<file path="src/rtl/regfile_pkg.sv">
// regfile_pkg: constants shared by the register-bank write arbiter and its
// one-hot decoder.
//   DATA_W / ADDR_W / NREG : bank geometry (32 x 32-bit registers)
//   CNT_W                  : width of the saturating dropped-write counter
//   REQ_A / REQ_B          : round-robin pointer encoding
package regfile_pkg;
  localparam int DATA_W = 32;
  localparam int ADDR_W = 5;
  localparam int NREG   = 1 << ADDR_W;
  localparam int CNT_W  = 8;

  localparam logic REQ_A = 1'b0;
  localparam logic REQ_B = 1'b1;
endpackage

</file>
<file path="src/rtl/regfile_decoder_onehot.sv">
// regfile_decoder_onehot: register index -> one-hot select vector.
//   en_i     : enable; output is all-zero when low
//   addr_i   : register index
//   onehot_o : bit i set iff en_i && addr_i == i && i != 0
// Register 0 is hard-wired, so its select bit is never driven. Also usable
// for the bank's read-side select.
module regfile_decoder_onehot #(
  parameter int ADDR_W = 5,
  parameter int NREG   = 1 << ADDR_W
) (
  input  logic              en_i,
  input  logic [ADDR_W-1:0] addr_i,
  output logic [NREG-1:0]   onehot_o
);

  assign onehot_o[0] = 1'b0;

  for (genvar i = 1; i < NREG; i++) begin : g_sel
    assign onehot_o[i] = en_i && (addr_i == ADDR_W'(i));
  end

endmodule

</file>
<file path="src/rtl/regfile_write_arbiter.sv">
// regfile_write_arbiter: shares the register bank's single write port between
// requester A (ALU) and B (load unit) with round-robin arbitration and a
// one-cycle issue stage.
//   clk, reset            : clock, synchronous active-high reset
//   hold                  : stall; no grants while high
//   a_valid/a_addr/a_data : requester A write, a_ready = A accepted (comb)
//   b_valid/b_addr/b_data : requester B write, b_ready = B accepted (comb)
//   wr_en/wr_addr/wr_data : registered write to the bank
//   wr_onehot             : registered per-register write enables
//   drop_cnt              : saturating count of accepted writes to register 0
// Optional (macro REGFILE_ARB_FWD_EN): rd_addr0/1 in, fwd_hit0/1 and
// fwd_data0/1 out, bypassing the write held in the issue stage.
module regfile_write_arbiter
  import regfile_pkg::*;
#(
  parameter int DATA_W = regfile_pkg::DATA_W,
  parameter int ADDR_W = regfile_pkg::ADDR_W,
  parameter int CNT_W  = regfile_pkg::CNT_W,
  parameter int NREG   = 1 << ADDR_W
) (
  input  logic              clk,
  input  logic              reset,
  input  logic              hold,
  input  logic              a_valid,
  input  logic [ADDR_W-1:0] a_addr,
  input  logic [DATA_W-1:0] a_data,
  output logic              a_ready,
  input  logic              b_valid,
  input  logic [ADDR_W-1:0] b_addr,
  input  logic [DATA_W-1:0] b_data,
  output logic              b_ready,
  output logic              wr_en,
  output logic [ADDR_W-1:0] wr_addr,
  output logic [DATA_W-1:0] wr_data,
  output logic [NREG-1:0]   wr_onehot,
  output logic [CNT_W-1:0]  drop_cnt
`ifdef REGFILE_ARB_FWD_EN
  ,
  input  logic [ADDR_W-1:0] rd_addr0,
  input  logic [ADDR_W-1:0] rd_addr1,
  output logic              fwd_hit0,
  output logic              fwd_hit1,
  output logic [DATA_W-1:0] fwd_data0,
  output logic [DATA_W-1:0] fwd_data1
`endif
);

  typedef struct packed {
    logic [ADDR_W-1:0] addr;
    logic [DATA_W-1:0] data;
  } wr_req_t;

  logic              ptr_q, ptr_d;
  logic              gnt_a, gnt_b, acc, contend;
  wr_req_t           sel;
  logic [NREG-1:0]   onehot_d;
  logic              wr_en_q, wr_en_d;
  logic [ADDR_W-1:0] wr_addr_q, wr_addr_d;
  logic [DATA_W-1:0] wr_data_q, wr_data_d;
  logic [NREG-1:0]   wr_onehot_q;
  logic [CNT_W-1:0]  drop_q, drop_d;

  // Grant depends only on requests, hold and the pointer -- never on the
  // issue stage -- so the write port sustains one write per cycle.
  always_comb begin
    contend = a_valid && b_valid;
    gnt_a   = !hold && a_valid && (!b_valid || ptr_q == REQ_A);
    gnt_b   = !hold && b_valid && (!a_valid || ptr_q == REQ_B);
    acc     = gnt_a || gnt_b;
  end

  assign a_ready = gnt_a;
  assign b_ready = gnt_b;

  always_comb begin
    sel = gnt_a ? '{addr: a_addr, data: a_data} : '{addr: b_addr, data: b_data};
  end

  regfile_decoder_onehot #(.ADDR_W(ADDR_W), .NREG(NREG)) u_dec (
    .en_i    (acc),
    .addr_i  (sel.addr),
    .onehot_o(onehot_d)
  );

  always_comb begin
    ptr_d     = ptr_q;
    wr_addr_d = wr_addr_q;
    wr_data_d = wr_data_q;
    drop_d    = drop_q;
    // Pointer moves only on a contested grant, and then names the loser.
    if (contend && acc) ptr_d = gnt_a ? REQ_B : REQ_A;
    if (acc) begin
      wr_addr_d = sel.addr;
      wr_data_d = sel.data;
      // Register 0 is read-only zero: swallow the write but count it.
      if (sel.addr == '0 && drop_q != '1) drop_d = drop_q + 1'b1;
    end
    wr_en_d = acc && (sel.addr != '0);
  end

  always_ff @(posedge clk) begin
    if (reset) begin
      ptr_q       <= REQ_A;
      wr_en_q     <= 1'b0;
      wr_addr_q   <= '0;
      wr_data_q   <= '0;
      wr_onehot_q <= '0;
      drop_q      <= '0;
    end else begin
      ptr_q       <= ptr_d;
      wr_en_q     <= wr_en_d;
      wr_addr_q   <= wr_addr_d;
      wr_data_q   <= wr_data_d;
      wr_onehot_q <= onehot_d;
      drop_q      <= drop_d;
    end
  end

  assign wr_en     = wr_en_q;
  assign wr_addr   = wr_addr_q;
  assign wr_data   = wr_data_q;
  assign wr_onehot = wr_onehot_q;
  assign drop_cnt  = drop_q;

`ifdef REGFILE_ARB_FWD_EN
  // Bypass the write the bank commits at the coming edge.
  assign fwd_hit0  = wr_en_q && (wr_addr_q == rd_addr0) && (rd_addr0 != '0);
  assign fwd_hit1  = wr_en_q && (wr_addr_q == rd_addr1) && (rd_addr1 != '0);
  assign fwd_data0 = fwd_hit0 ? wr_data_q : '0;
  assign fwd_data1 = fwd_hit1 ? wr_data_q : '0;
`endif

endmodule

</file>
<file path="config.mk">
export PLATFORM = sky130hd
export DESIGN_NAME = regfile_write_arbiter
export DESIGN_NICKNAME = d
export VERILOG_FILES = /design/src/rtl/regfile_pkg.sv /design/src/rtl/regfile_decoder_onehot.sv /design/src/rtl/regfile_write_arbiter.sv
export SDC_FILE = /design/constraint.sdc
export NUM_CORES = 1
export LEC_CHECK = 0
export CAP_MARGIN = 20
export CORE_AREA = 2 2 91 93
export CTS_BUF_LIST = sky130_fd_sc_hd__clkbuf_8
export CTS_CLUSTER_DIAMETER = 30
export DETAILED_ROUTE_END_ITERATION = 16
export DIE_AREA = 0 0 93 95
export PLACE_DENSITY = 0.81
export SYNTH_ARGS = -nofsm -noshare
export SYNTH_HDL_FRONTEND = slang
export SYNTH_SLANG_ARGS = --single-unit
</file>
<file path="constraint.sdc">
create_clock -name clk -period 2.24 [get_ports clk]
set_input_delay 0.224 -clock clk [delete_from_list [all_inputs] [get_ports clk]]
set_output_delay 0.224 -clock clk [all_outputs]
set_load 0.005 [all_outputs]
</file>
# Word level (Yosys, flattened, before mapping)
# Cells that the tools add are included.
[word_totals]
regBits = 79
output_inout_bits = 80
elab_cells = 91
[op_classes]
addsub = 1
n_eq_ne = 32
mux = 2
bitwise_logic = 1
reduce_logical = 48
[ops]
columns = ["operator", "count"]
rows = [
  ["== test 5 bit (second input constant)", 16],
  ["== test 5 x 4 -> 1 bit (second input constant)", 8],
  ["logical AND 1 bit", 39],
  ["2-to-1 mux 37 bit", 1],
  ["== test 5 x 3 -> 1 bit (second input constant)", 4],
  ["== test 5 x 2 -> 1 bit (second input constant)", 2],
  ["adder 8 x 1 -> 8 bit (second input constant)", 1],
  ["inequality test 8 bit (second input constant)", 1],
  ["== test 5 x 1 -> 1 bit (second input constant)", 1],
  ["logical NOT 5 bit", 1],
  ["nonzero test 5 bit", 1],
  ["logical NOT 1 bit", 3],
  ["logical OR 1 bit", 3],
  ["AND reduction 2 bit", 1],
  ["2-to-1 mux 1 bit", 1],
  ["inverter 1 bit", 1],
]

# Logic depth before layout (Yosys ltp)
# Gate-level depths: netlist (run 1).
[logic_depth]
depth_word = 7
mapped_depth = 7
mapped_depth_nobuf = 5

# Modules after synthesis
# From an unflattened synthesis (run 1), not the netlist that was laid out.
[unflattened]
hier_cells = 352
area_unflattened_um2 = 3270.6
[by_module_without_submodules]
columns = ["module", "n_inst", "cells_per_inst", "area_each_um2"]
rows = [
  ["regfile_write_arbiter", 1, 304, 3032.9],
  ["regfile_decoder_onehot", 1, 48, 237.7],
]

# Worst setup path before layout (run 1)
# OpenSTA, ideal clock, no wires.
[synth_timing]
path_kind = "reg-to-reg"
start = "register drop_q[0], in the netlist drop_cnt[0]"
end = "register drop_q[5], in the netlist drop_cnt[5]"
setup_time_ns = 0.070
t_arrival_ns = 1.512
slack_ns = 0.657
path_stages_with_launch = 7
n_path_buf = 1
cell_sequence = "dfxtp_1 ha_1 nand4_1 a21bo_1 buf_6 or4_1 a21oi_1"
[synth_between]
elab_chain_cells = 3
[synth_lines]
columns = ["item", "line", "text"]
rows = [
  ["start: declaration", "regfile_write_arbiter.sv:61", "logic [CNT_W-1:0] drop_q, drop_d;"],
  ["start signal: assignment", "regfile_write_arbiter.sv:115", "drop_q <= drop_d;"],
  ["branches (longest 3 deep; another with adder 8 x 1 -> 8 bit)", "--", ""],
]
# Several ways; the timed one is not identified.
# A chain may end at the register's enable or synchronous reset.

# Final worst setup path (run 1)
[layout_timing]
start = "input port b_valid"
end = "output port b_ready"
[layout_between]
elab_chain_cells = 2
[layout_lines]
columns = ["item", "line", "text"]
rows = [
  ["start: declaration", "regfile_write_arbiter.sv:28", "input logic b_valid,"],
  ["logical AND 1 bit (2 in series)", "regfile_write_arbiter.sv:68", "gnt_b = !hold && b_valid && (!a_valid || ptr_q == REQ_B);"],
  ["end: declaration", "regfile_write_arbiter.sv:31", "output logic b_ready,"],
]
# Every way passes these cells.

==> results_dict.tcl, run 1 <==
set metrics [dict create \
    antenna_found_initial 0 \
    critical_path_depth 5 \
    avgSynthCellArea_um2 9.498 \
    holdPathStages 2 \
    first_pass_iters 6 \
    place_congestion 0.8289 \
    leakage_uw 0.001851 \
    min_period_ps 2063 \
    crit_fanout 6 \
    wl_per_cell_um 14.24 \
    die_area_um2 8835 \
    rows 33 \
    cpMostUsedCell "clkdlybuf4s50_1" \
    synth_area_leaders "dfxtp_1 50%, mux2i_1 12%, a211oi_1 9.1%" \
    ant_nets 0 \
    syn-cell-area_um2 3134 \
    die_h_um 95 \
    ios 159 \
    hpwl_um 6636 \
    ys_warn_count 0 \
    hp-class "in2reg" \
    p_per_area_nw_per_um2 609.0 \
    synth.largest_area_cell "dfxtp_1" \
    finClkSkew_ps 7.501 \
    cts.sinks 78 \
    crit_buf_inv 2 \
    vias 2963 \
    cts-htree-levels 3 \
    root_buffer "clkbuf_8" \
    run_status "completed" \
    ys_seq_area_share_pct 49.82 \
    arrival_ps 1840 \
    grt_pass1_wl_um 13250 \
    drc 0 \
    final_area_um2 5060 \
    synthMostInstantiatedCell "dfxtp_1" \
    fmax_ghz 0.4846 \
    path_clk_slew_ps 90 \
    clk_path_buf_depth 2 \
    route.final.wire_length_um 8603 \
    critPathTopFamily "buffers and inverters" \
    antennaDiodeCount 0 \
    insertion_delay_ps 340 \
    fin_ws_ps 176.5 \
    ys.flop_type "dfxtp_1" \
    grt_pass1_vias 2827 \
    area_growth_pct 61.44 \
    start_util_pct 39.54 \
    synth_fp_nets 410 \
    postCtsSetupRepairBufs 0 \
    dpl-instance-area_um2 4856 \
    nets 574 \
    drtIter0Drc 74 \
    crit_type "in2out" \
    hold_viol 0 \
    relSlewSlack_pct 54.62 \
    drive_above_1_share_pct 7.615 \
    ys_async_sr_fraction_pct 0 \
    pre_cts_ws_ps -72.72 \
    critPathMaxStageDelay_ps 530 \
    cts_hold_buf 0 \
    yosysTopAreaCellShare_pct 49.82 \
    peakVddDrop_v 0.0003083 \
    fillers 679 \
    postSynthCellCount 330 \
    core_um2 7928 \
    grt_max_degree 39 \
    crit_required_ps 2020 \
    cts-buffers-inserted 9 \
    cap_violations 0 \
    cts_tree "built" \
    start_kind "input port" \
    fin_setup_tns_ps 0 \
    avgViaCountPerCell 4.906 \
    slowest_stage "clkdlybuf4s50_1" \
    setup_viol 0 \
    synth_commonest_cells "78 x dfxtp_1, 74 x nor2_1, 38 x a211oi_1, 38 x mux2i_1, 12 x clkbuf_1" \
    cp-end-kind "output pin" \
    grt-ovfl-total 0 \
    total_power_uw 3081 \
    ys_types 37 \
    r2r_cells 5 \
    cts_resized 0 \
    tightest_slew_ps 675.5 \
    rsz0062_at_grt "no" \
    synth_seq_cells 78 \
    report.final.slew_viol_count 0 \
    grt_util_all_layers_pct 19.20 \
    die_x_um 93 \
    period_share_pct 92.12 \
    synth_edf_count 0 \
    io_buffers 157 \
    path_cells "clkdlybuf4s50_1, nand2_1, and2_2, nor3_1, clkdlybuf4s50_1" \
]
-- cell families (layout without fill, tap and decap cells) --
| kind of cell | count (synthesis) | count (layout) | share of synthesized area [%] |
|---|---|---|---|
| other cells | 1 | 1 | 0.1196 |
| fa+ha+maj | 1 | 1 | 0.3991 |
| buf+inv | 24 | 193 | 4.351 |
| xor+xnor | 2 | 2 | 0.5590 |
| compound gates | 59 | 59 | 13.29 |
| simple gates | 126 | 126 | 18.96 |
| mux | 39 | 39 | 12.49 |
| flops | 78 | 78 | 49.82 |
-- final cells by class --
| class | instances | area [um^2] | share of cell area [%] |
|---|---|---|---|
| clock buffers | 9 | 123.9 | 2.448 |
| clock inverters | 7 | 80.08 | 1.583 |
| inverters | 3 | 11.26 | 0.2226 |
| multi-input cells | 228 | 1445 | 28.56 |
| flip-flops and latches | 78 | 1562 | 30.86 |
| well taps | 105 | 131.4 | 2.596 |
| repair buffers | 174 | 1707 | 33.73 |
-- worst paths after layout --
path                             startpoint      endpoint  slack (ps)
worst max-delay path                b_valid       b_ready         180
worst min-delay path                  reset   wr_data[28]         370
worst max register to register        ptr_q  wr_onehot[2]         490
worst min register to register  wr_data[25]   wr_data[25]         500
-- cell usage in the layout, fill, tap and decap left out, drive strengths merged --
cell type,Yosys,final
a211oi,38,38
a21bo,1,1
a21oi,7,7
a31oi,2,2
a41o,1,1
and2,1,1
and4,1,1
and4b,1,1
buf,9,18
bufinv,0,1
clkbuf,12,9
clkdlybuf4s50,0,156
clkinv,0,1
clkinvlp,0,2
conb,1,1
dfxtp,78,78
ha,1,1
inv,3,6
mux2,1,1
mux2i,38,38
nand2,8,8
nand2b,2,2
nand3,9,9
nand3b,2,2
nand4,1,1
nand4b,4,4
nor2,74,74
nor2b,9,9
nor3,5,5
nor4,2,2
o21ai,6,6
o31a,3,3
o31ai,1,1
or2b,2,2
or3,4,4
or4,1,1
xor2,2,2
-- report_power, final --
part	switching, uW	leakage, uW	internal, uW
Sequential	28.1	0.000638	1440
Clock	546	0.0000968	528
Combinational	214	0.00112	320
-- metal layers --
metal / up-vias / share of wire (%) / routed length, um / track usage, %
li1: 1498 / - / - / -
met1: 1368 / 40 / 3425 / 20.95
met2: 91 / 53 / 4521 / 35.27
met3: 6 / 6.8 / 589 / 7.103
met4: 0 / 0.78 / 67 / 4.779
met5: - / 0 / 0 / 0
-- per-stage QoR --
stage	std cells	hold slack [ps]	utilization, %
6_report	604	365.6	63.83
4_1_cts	604	364.0	63.83
3_5_place_dp	588	492.9	61.25
5_1_grt	604	384.0	63.83
2_1_floorplan	330	428.5	-
3_3_place_gp	588	485.2	61.25
-- flip-flops by register name, indices dropped and copies added (netlist names) --
signal	flops
drop_cnt	8
wr_en	1
ptr_q	1
wr_addr	5
wr_data	32
wr_onehot	31
(Power assumes the default switching activity.)
==> inputs of run 2 (changes only) <==
==> constraint.sdc (replaced) <==
create_clock -name clk -period 2.24 [get_ports clk]
set_input_delay 0.56 -clock clk [delete_from_list [all_inputs] [get_ports clk]]
set_output_delay 0.56 -clock clk [all_outputs]
set_load 0.005 [all_outputs]
==> results_dict.tcl, run 2 (synthesis results as in run 1) <==
set metrics [dict create \
    cap_violations 0 \
    place_congestion 0.8424 \
    grt_max_degree 39 \
    insertion_delay_ps 360 \
    largest_reg_flops 32 \
    grt-ovfl-total 0 \
    avgViaCountPerCell 4.909 \
    drc 0 \
    rows 33 \
    total_power_uw 3040 \
    hold_slack_ps 500.4 \
    path_cells "clkdlybuf4s50_1, nor4_2, nand4b_1, a21bo_1, or4_1, a21oi_1" \
    critPathLaunch "b_addr[3]" \
    drtIter0Drc 84 \
    crit_fanout 7 \
    crit_required_ps 2540 \
    ant_nets 0 \
    fmax_ghz 0.4699 \
    mostFrequentLayoutCells "151 x clkdlybuf4s50_1, 78 x dfxtp_1, 73 x nor2_1" \
    switchingPower_uw 828.1 \
    run_status "completed" \
    die_x_um 93 \
    peakVddDrop_v 0.0003935 \
    swShare_pct 27.24 \
    hold_viol 0 \
    p_per_area_nw_per_um2 587.4 \
    cp-end-kind "flip-flop" \
    ios 159 \
    path_clk_slew_ps 90 \
    arrival_ps 2430 \
    critPathMaxStageDelay_ps 460 \
    pwr-share-comb_pct 18.3 \
    setup_viol 0 \
    nets 585 \
    rsz0062_at_grt "no" \
    internal_power_uw 2212 \
    grt_util_all_layers_pct 19.14 \
    report.final.slew_viol_count 0 \
    core_um2 7928 \
    pwr-share-seq_pct 48.4 \
    cts_tree "built" \
    postCtsSetupRepairBufs 0 \
    period_share_pct 95.01 \
    final_common_cell "clkdlybuf4s50_1" \
    die_h_um 95 \
    final_area_um2 5175 \
    hpwl_um 6488 \
    area_growth_pct 65.11 \
    r2r_start "ptr_q" \
    antennaDiodeCount 0 \
    vias 3019 \
    grt_pass1_vias 2880 \
    cts.sinks 78 \
    antenna_found_initial 0 \
    finClkSkew_ps 11.72 \
    crit_type "in2reg" \
    route.final.wire_length_um 8481 \
    drive_above_1_share_pct 10.59 \
    clk_path_buf_depth 2 \
    dpl-instance-area_um2 4951 \
    die_area_um2 8835 \
    grt_pass1_wl_um 13320 \
    start_kind "input port" \
    crit_end "drop_cnt[5]" \
    min_period_ps 2128 \
    leakage_uw 0.001950 \
    hp-class "reg2reg" \
    wl_per_cell_um 13.79 \
    start_util_pct 39.54 \
    slowest_stage "clkdlybuf4s50_1" \
    first_pass_iters 4 \
    r2r_cells 7 \
    r2r_slack_ps 570 \
    io_buffers 157 \
    reg2reg_to "wr_onehot[29]" \
    cts-htree-levels 3 \
    cts-buffers-inserted 9 \
    final_util_pct 65.28 \
    clockPowerShare_pct 33.2 \
    root_buffer "clkbuf_8" \
]
## run 2: routing by layer
layer / up-vias / share of wire (%) / track usage (%)
li1: 1518 / - / -
met1: 1400 / 40 / 21.59
met2: 90 / 51 / 33.94
met3: 11 / 7.6 / 6.864
met4: 0 / 1.2 / 5.882
met5: - / 0 / 0
## run 2: area by class of cell
class | count | area (um^2)
Timing Repair Buffer | 185 | 1813
Sequential cell | 78 | 1562
Fill cell | 674 | 2753
Multi-Input combinational cell | 228 | 1470
Inverter | 3 | 11.26
Tap cell | 105 | 131.4
Clock inverter | 7 | 63.81
Clock buffer | 9 | 123.9
## run 2: critical path, delay by kind of cell
family / cells / cell delay [ps]
AOI/OAI and AO/OA: 2 / 430
and+or+nand+nor: 3 / 970
buffers and inverters: 1 / 460
## run 2: metrics by stage
step,instances,setup slack [ps],setup TNS [ps]
2_1_floorplan,330,301.4,0
3_3_place_gp,599,-343.3,-13440
3_5_place_dp,599,-395.1,-19160
4_1_cts,615,2.841,0
5_1_grt,615,15.87,0
6_report,615,111.8,0
## run 2: power by group through the flow
stage                     clock (uW)  sequential [uW]  combinational, uW
after floorplan                    0             1510                205
after global placement             0             1500                544
after detailed placement           0             1510                555
after CTS                       1030             1470                561
after global routing            1090             1480                604
final                           1010             1470                557
## run 2: repair_timing
item / 4_1_cts / 5_1_grt
setup endpoints to repair: 5 / 21
hold buffers: 0 / 0
resized for setup: 8 / 6
## run 2: worst min-delay path by stage
stage	startpoint	end	slack [ps]	cells after the start
after detailed placement	wr_data[13]	wr_data[13]	490	2
after global routing	wr_data[14]	wr_data[14]	530	2
final	wr_data[13]	wr_data[13]	500	2
after global placement	drop_cnt[5]	drop_cnt[5]	470	2
after floorplan	drop_cnt[5]	drop_cnt[5]	480	2
after CTS	wr_data[24]	wr_data[24]	500	2
==> inputs of run 3 (changes only) <==
==> constraint.sdc (replaced) <==
create_clock -name clk -period 2.24 [get_ports clk]
set_input_delay 0.56 -clock clk [delete_from_list [all_inputs] [get_ports clk]]
set_output_delay 0.56 -clock clk [all_outputs]
set_load 0.1 [all_outputs]
==> results_dict.tcl, run 3 (synthesis results as in run 1) <==
set metrics [dict create \
    run_status "completed" \
    drive_above_1_share_pct 27.12 \
    hold_slack_ps 446.1 \
    fillers 668 \
    area_growth_pct 62.40 \
    vias 3056 \
    drtIter0Drc 68 \
    mostFrequentLayoutCells "113 x buf_4, 78 x dfxtp_1, 73 x nor2_1" \
    cap_violations 0 \
    report.final.slew_viol_count 0 \
    peakVddDrop_v 0.0003740 \
    setup_viol 0 \
    wl_per_cell_um 13.83 \
    core_um2 7928 \
    r2r_cells 7 \
    antennaDiodeCount 0 \
    holdPathStages 2 \
    grt-ovfl-total 0 \
    cts.sinks 78 \
    hpwl_um 6725 \
    route.final.wire_length_um 8646 \
    grt_pass1_wl_um 13540 \
    crit_required_ps 2510 \
    drc 0 \
    io_buffers 157 \
    first_pass_iters 4 \
    arrival_ps 2410 \
    start_util_pct 39.54 \
    hold_viol 0 \
    path_clk_slew_ps 80 \
    grt_pass1_vias 2969 \
    min_period_ps 2143 \
    crit_fanout 8 \
    cts_hold_buf 0 \
    period_share_pct 95.67 \
    rsz0062_at_grt "no" \
    tightest_slew_ps 610.8 \
    clk_path_buf_depth 2 \
    pre_cts_ws_ps -364.8 \
    hp-class "in2reg" \
    p_per_area_nw_per_um2 686.2 \
    fin_setup_tns_ps 0 \
    leakage_uw 0.002145 \
    place_congestion 0.8376 \
    cts-buffers-inserted 9 \
    rows 33 \
    grt_util_all_layers_pct 19.44 \
    total_power_uw 3493 \
    largest_reg_flops 32 \
    die_h_um 95 \
    die_area_um2 8835 \
    cts-htree-levels 3 \
    die_x_um 93 \
    ant_nets 0 \
    insertion_delay_ps 330 \
    nets 595 \
    crit_type "in2reg" \
    grt_max_degree 75 \
    critPathLaunch "a_addr[1]" \
    cts_tree "built" \
    hold_start "reset" \
    fmax_ghz 0.4666 \
    fin_ws_ps 97.00 \
    root_buffer "clkbuf_8" \
    antenna_found_initial 0 \
    final_common_cell "buf_4" \
    ios 159 \
    avgViaCountPerCell 4.890 \
    r2r_start "ptr_q" \
    final_util_pct 64.20 \
    cp-end-kind "flip-flop" \
    start_kind "input port" \
    relSlewSlack_pct 58.96 \
    finClkSkew_ps 8.864 \
]
run 3: area by class of cell:
type / count / area (um^2) / share of cell area [%]
clock buffer: 10 / 137.6 / 2.704
clock inverter: 6 / 62.56 / 1.229
inverter: 3 / 11.26 / 0.2212
multi-input combinational: 228 / 1480 / 29.08
sequential: 78 / 1562 / 30.68
tap: 105 / 131.4 / 2.581
timing repair buffer: 195 / 1705 / 33.51
run 3: stage by stage:
stage | instance area (um^2) | cells
after floorplan | 3174 | 330
final | 5090 | 625
after CTS | 5076 | 625
after global routing | 5090 | 625
after detailed placement | 4858 | 607
after global placement | 4858 | 607
run 3: what timing repair did:
item / CTS / global route
pin swaps: 2 / 2
hold endpoints to repair: 0 / 0
setup endpoints to repair: 3 / 3
setup buffers: 2 / 0
resized for setup: 4 / 4
run 3: power by group:
| part | switching, uW | internal (uW) | leakage, uW | total [uW] |
|---|---|---|---|---|
| clock | 489 | 541 | 0.0000997 | 1030 |
| sequential | 30.2 | 1440 | 0.000638 | 1470 |
| combinational | 655 | 333 | 0.00141 | 988 |
| total | 1170 | 2320 | 0.00214 | 3490 |
run 3: final timing paths:
check | endpoint | slack, ps
worst max-delay path | drop_cnt[5] | 100
worst min-delay path | wr_addr[4] | 450
worst max register to register | wr_data[9] | 610
worst min register to register | wr_data[9] | 500
run 3: metal layers:
layer  vias to the layer above  wire (um)  part of all wire [%]  global-route usage (%)
met3                         6        734                   8.5                   5.746
li1                       1534          -                     -                       -
met5                         -          0                     0                       0
met1                      1384       3507                    41                   22.51
met4                         0         75                  0.87                   6.373
met2                       132       4329                    50                   34.48
run 3: worst max-delay path: stages:
cell and delay (ps):
clkdlybuf4s50_1 470, nor4_4 260, buf_4 160, nand4b_1 140
a21bo_2 290, or4_1 400, a21oi_1 140
